## src/rtl/rrarb_grant_ctrl.sv

```systemverilog
// Round-robin grant controller: one registered one-hot grant at a time, held until acked.
// The rotation pointer is kept as a mask of indices above the last acked grant.
module right_find_1st_one #(
   parameter int unsigned WIDTH = 4,
   parameter int unsigned IDW   = 2
) (
   input  logic [WIDTH-1:0] vec,
   output logic [WIDTH-1:0] onehot,
   output logic [IDW-1:0]   idx,
   output logic             found
);

   always_comb begin
      onehot = '0;
      idx    = '0;
      found  = 1'b0;
      for (int unsigned i = 0; i < WIDTH; i++) begin
         if (vec[i] && !found) begin
            onehot[i] = 1'b1;
            idx       = IDW'(i);
            found     = 1'b1;
         end
      end
   end

endmodule

module rrarb_grant_ctrl #(
   parameter int unsigned WIDTH = 4,
   parameter int unsigned IDW   = 2
) (
   input  logic             clk,
   input  logic             rst,
   input  logic [WIDTH-1:0] req,
   input  logic             ack,
   output logic [WIDTH-1:0] gnt,
   output logic             gnt_vld,
   output logic [IDW-1:0]   gnt_id
);

   typedef enum logic {IDLE, GRANT} state_t;

   state_t           state_q, state_d;
   logic [WIDTH-1:0] gnt_q, gnt_d;
   logic [IDW-1:0]   gnt_id_q, gnt_id_d;
   logic             gnt_vld_q, gnt_vld_d;
   logic [WIDTH-1:0] mask_q, mask_d;

   logic [WIDTH-1:0] masked;
   logic [WIDTH-1:0] m_onehot, r_onehot;
   logic [IDW-1:0]   m_idx, r_idx;
   logic             m_found, r_found;

   assign masked = req & mask_q;

   right_find_1st_one #(.WIDTH(WIDTH), .IDW(IDW)) u_pick_masked (
      .vec    (masked),
      .onehot (m_onehot),
      .idx    (m_idx),
      .found  (m_found)
   );

   right_find_1st_one #(.WIDTH(WIDTH), .IDW(IDW)) u_pick_req (
      .vec    (req),
      .onehot (r_onehot),
      .idx    (r_idx),
      .found  (r_found)
   );

   always_ff @(posedge clk) begin
      if (rst) state_q <= IDLE;
      else     state_q <= state_d;
   end

   always_comb begin
      state_d = state_q;
      case (state_q)
         IDLE:    if (req != '0) state_d = GRANT;
         GRANT:   if (ack)       state_d = IDLE;
         default:                state_d = IDLE;
      endcase
   end

   always_comb begin
      gnt_d     = gnt_q;
      gnt_id_d  = gnt_id_q;
      gnt_vld_d = gnt_vld_q;
      mask_d    = mask_q;
      case (state_q)
         IDLE: begin
            if (r_found) begin
               gnt_d     = m_found ? m_onehot : r_onehot;
               gnt_id_d  = m_found ? m_idx    : r_idx;
               gnt_vld_d = 1'b1;
            end else begin
               gnt_d     = '0;
               gnt_id_d  = '0;
               gnt_vld_d = 1'b0;
            end
         end
         GRANT: begin
            if (ack) begin
               // Next search starts just above the acked index; top index wraps to all-zero.
               for (int unsigned i = 0; i < WIDTH; i++)
                  mask_d[i] = (i > 32'(gnt_id_q));
               gnt_d     = '0;
               gnt_id_d  = '0;
               gnt_vld_d = 1'b0;
            end
         end
         default: begin
            gnt_d     = '0;
            gnt_id_d  = '0;
            gnt_vld_d = 1'b0;
         end
      endcase
   end

   always_ff @(posedge clk) begin
      if (rst) begin
         gnt_q     <= '0;
         gnt_id_q  <= '0;
         gnt_vld_q <= 1'b0;
         mask_q    <= '1;
      end else begin
         gnt_q     <= gnt_d;
         gnt_id_q  <= gnt_id_d;
         gnt_vld_q <= gnt_vld_d;
         mask_q    <= mask_d;
      end
   end

   assign gnt     = gnt_q;
   assign gnt_id  = gnt_id_q;
   assign gnt_vld = gnt_vld_q;

endmodule

```

## config.mk

```make
export PLATFORM = sky130hd
export DESIGN_NAME = rrarb_grant_ctrl
export DESIGN_NICKNAME = d
export VERILOG_FILES = /design/src/rtl/rrarb_grant_ctrl.sv
export SDC_FILE = /design/constraint.sdc
export NUM_CORES = 1
export LEC_CHECK = 0
export ABC_AREA = 1
export CORE_MARGIN = 2
export CORE_UTILIZATION = 29
export DETAILED_ROUTE_END_ITERATION = 16
export PLACE_DENSITY = 0.64
export SLEW_MARGIN = 20
export SYNTH_ARGS = -nofsm -noshare
export SYNTH_HDL_FRONTEND = slang
export SYNTH_SLANG_ARGS = --single-unit
```

## constraint.sdc

```tcl
create_clock -name clk -period 2.6 [get_ports clk]
set_input_delay 0.26 -clock clk [delete_from_list [all_inputs] [get_ports clk]]
set_output_delay 0.26 -clock clk [all_outputs]
set_load 0.03 [all_outputs]
```

==> results by group <==
Outcome
  – Status: finished, final reports clean

Detailed routing
  – Routed vias: 544
  – Post-DR wirelength/cell: 10.35 um
  – 1st-pass router iterations: 4
  – DR WL met3: 85 um
  – Drt drc: 0
  – Initial DRC count: 19
  – Post-Route M1 WL: 657 um
  – Total Routed Length: 1.263 mm
  – DR top layer: met4
  – Via/cell ratio: 4.459
  – Final ANT Viol Nets: 0
  – Metal2 WL: 497 um

Clock tree
  – Clock latency on the worst-skew pair: 0.26 ns
  – Cts bufs inserted: 3
  – Cts hold-fix bufs: 0
  – Root Buffer: clkbuf_4
  – CTS tree: done
  – Setup Fix Bufs, Post-CTS: 0
  – Htree depth: 1
  – Worst-path clk slew: 0.08 ns
  – Total clock sinks: 12
  – Post-CTS sizing: 0
  – Max Buffers Root-to-Sink: 2

Critical path
  – Nature of the critical path endpoint: output pin
  – Worst EP required: 2.34 ns
  – Critical R2R Launch: mask_q[0]
  – Crit path DAT: 1.38 ns
  – Worst Path Class, Setup: flop to output pin
  – Cell Chain, Critical Path: clkdlybuf4s50_1
  – Worst setup SP type: flop
  – Crit-path max cell delay: 0.70 ns
  – Cells on worst reg2reg path: 6
  – Register-to-register setup slack: 1.47 ns
  – CP max stage cell: clkdlybuf4s50_1
  – CP Max Fanout: 5
  – Reg-to-Reg End: gnt_id[0]
  – Buf/Inv on CP: 1
  – Crit-path leading delay family: buffers and inverters

Global routing
  – Total gr overflow: 0
  – First-pass GRT wire length: 1.987 mm
  – Largest net degree at the start of global routing: 12
  – Global Route Usage Sum: 12.75%
  – Initial antenna violation count: 0
  – Vias in the first global route: 461

Min path
  – Worst hold stages: 2
  – Min-delay src: gnt[3]
  – Worst Hold Class: flop to flop
  – Hold endpoint: gnt[3]

Yosys
  – Mapped cell area: 555.5 um2
  – Distinct cells, synth: 17
  – Yosys Warn Count: 0
  – Syn Area/Cell: 6.858 um2
  – Syn_nets: 88
  – Cell count after synthesis: 81
  – Synth top area share: 43.24%
  – Register bit count reported by yosys: 12
  – Post-synthesis sequential area ratio: 43.24%
  – Cell taking the most area after synthesis: dfxtp_1
  – Main area contributors after synthesis: dfxtp_1 43%, nand2_1 20%, a21oi_1 11%

Floorplanning
  – Full die area: 2282 um2
  – Die Y: 47.77 um
  – DIE WIDTH: 47.77 um
  – Site row count: 15
  – Top Ports: 14
  – Core ar.: 1764 um2
  – Initial core utilization: 31.49%

Placed design
  – Setup WS pre-CTS: 0.9916 ns
  – Buffers added on ports: 13
  – Placed insts: 118
  – Placer Congestion: 0.8294
  – HPWL Detailed: 974.9 um

Cells and area
  – Ant. Diodes: 0
  – Non-filler cells in the finished layout: 122
  – Final nets: 105
  – Area Growth Syn to Fin: 34.91%
  – Ratio of cells with drive above 1 in the final layout: 9.278%
  – Layout fillers: 199

Power and ir drop
  – Power Dens Cells: 587.1 nW/um2
  – Leak pwr: 0.3244 nW
  – VDD IR max: 0.4038 mV
  – Cell-internal power: 318.3 uW
  – Sw Ratio: 27.67%
  – Comb power frac: 20.2%
  – Clock share of power: 33.1%
  – Psw: 121.8 uW
  – Reg power frac: 46.7%

Timing
  – Final setup vio count: 0
  – Fin crit period: 1.636 ns
  – Unrepaired setup endpoints after global routing: no
  – Fmax: 611.2 MHz
  – Setup Skew: 0.004982 ns
  – Final Hold Fails: 0
  – Tcrit/Tclk final: 62.93%
  – Max transition margin: 72.57%
  – TNS Setup: 0 ns
  – Slew Limit Fails: 0
  – Tightest Pin Transition: 0.4102 ns
  – Final WS setup: 0.9638 ns

Run
  – MaxCap Viol Count: 0
## power groups by stage
stage	combinational [mW]	clock, mW	sequential, mW
floorplan	0.0413	0	0.222
global placement	0.0887	0	0.210
detailed placement	0.0887	0	0.210
CTS	0.0894	0.150	0.206
global route	0.0982	0.161	0.207
finish	0.0889	0.146	0.206
## cells by family after synthesis
| logic type | synth area share (%) |
|---|---|
| AND/OR/NAND/NOR | 29.28 |
| flip-flops | 43.24 |
| AO/OA/AOI/OAI | 19.82 |
| buffers and inverters | 7.658 |
## layer usage
metal,track usage (%),vias up
met2,16.80,13
met4,4.865,0
met3,3.774,2
met5,0,-
met1,19.22,235
li1,-,294
## synthesized netlist by cell type
cell      count
nor2_1        5
a21oi_1      12
o31ai_1       1
or2_4         1
nand3_1       4
o21ai_0       2
inv_1         7
nand2_1      29
o21a_1        1
clkinv_4      1
o211ai_1      1
dfxtp_1      12
nor2_2        1
a211o_1       1
clkbuf_1      1
inv_2         1
a21oi_2       1
## cell usage in the layout, fill, tap and decap left out, drive strengths merged
cell type,instances
o21ai,2
a21oi,13
a211o,1
dfxtp,12
clkbuf,4
nand2,29
clkdlybuf4s50,13
clkinv,1
inv,8
o211ai,1
o21a,1
o31ai,1
or2,1
nand3,4
nor2,6
## worst max-delay path by stage
stage / cells after the start / to / slack [ns] / start
after detailed placement: 7 / gnt_id[0] / 0.99 / req[1]
after CTS: 1 / gnt_id[1] / 0.96 / gnt_id[1]
final: 1 / gnt_id[1] / 0.96 / gnt_id[1]
after global routing: 1 / gnt_id[1] / 0.90 / gnt_id[1]
after global placement: 7 / gnt_id[0] / 0.98 / req[1]
after floorplan: 6 / gnt[1] / 1.61 / state_q
## sequential cells by signal (all words and copies together), names as in the netlist
name / flops
gnt: 4
gnt_id: 2
gnt_vld: 1
mask_q: 4
state_q: 1
## per-stage QoR
| step | power [mW] | cell area [um2] | utilization (%) | hold WS (ns) |
|---|---|---|---|---|
| 2_1_floorplan | 0.2633 | 555.5 | - | 0.3586 |
| 3_3_place_gp | 0.2985 | 713.2 | 40.43 | 0.4533 |
| 4_1_cts | 0.4450 | 749.5 | 42.48 | 0.4705 |
| 3_5_place_dp | 0.2987 | 713.2 | 40.43 | 0.4575 |
| 6_report | 0.4400 | 749.5 | 42.48 | 0.4671 |
| 5_1_grt | 0.4659 | 749.5 | 42.48 | 0.4891 |
## layout make-up
cell class	instances	area, um2	share of cell area [%]
timing repair buffer	13	130.1	17.36
inverter	9	38.79	5.175
tap	25	31.28	4.174
clock buffer	4	36.28	4.841
sequential	12	240.2	32.05
multi-input combinational	59	272.8	36.39
(Power assumes the default switching activity.)
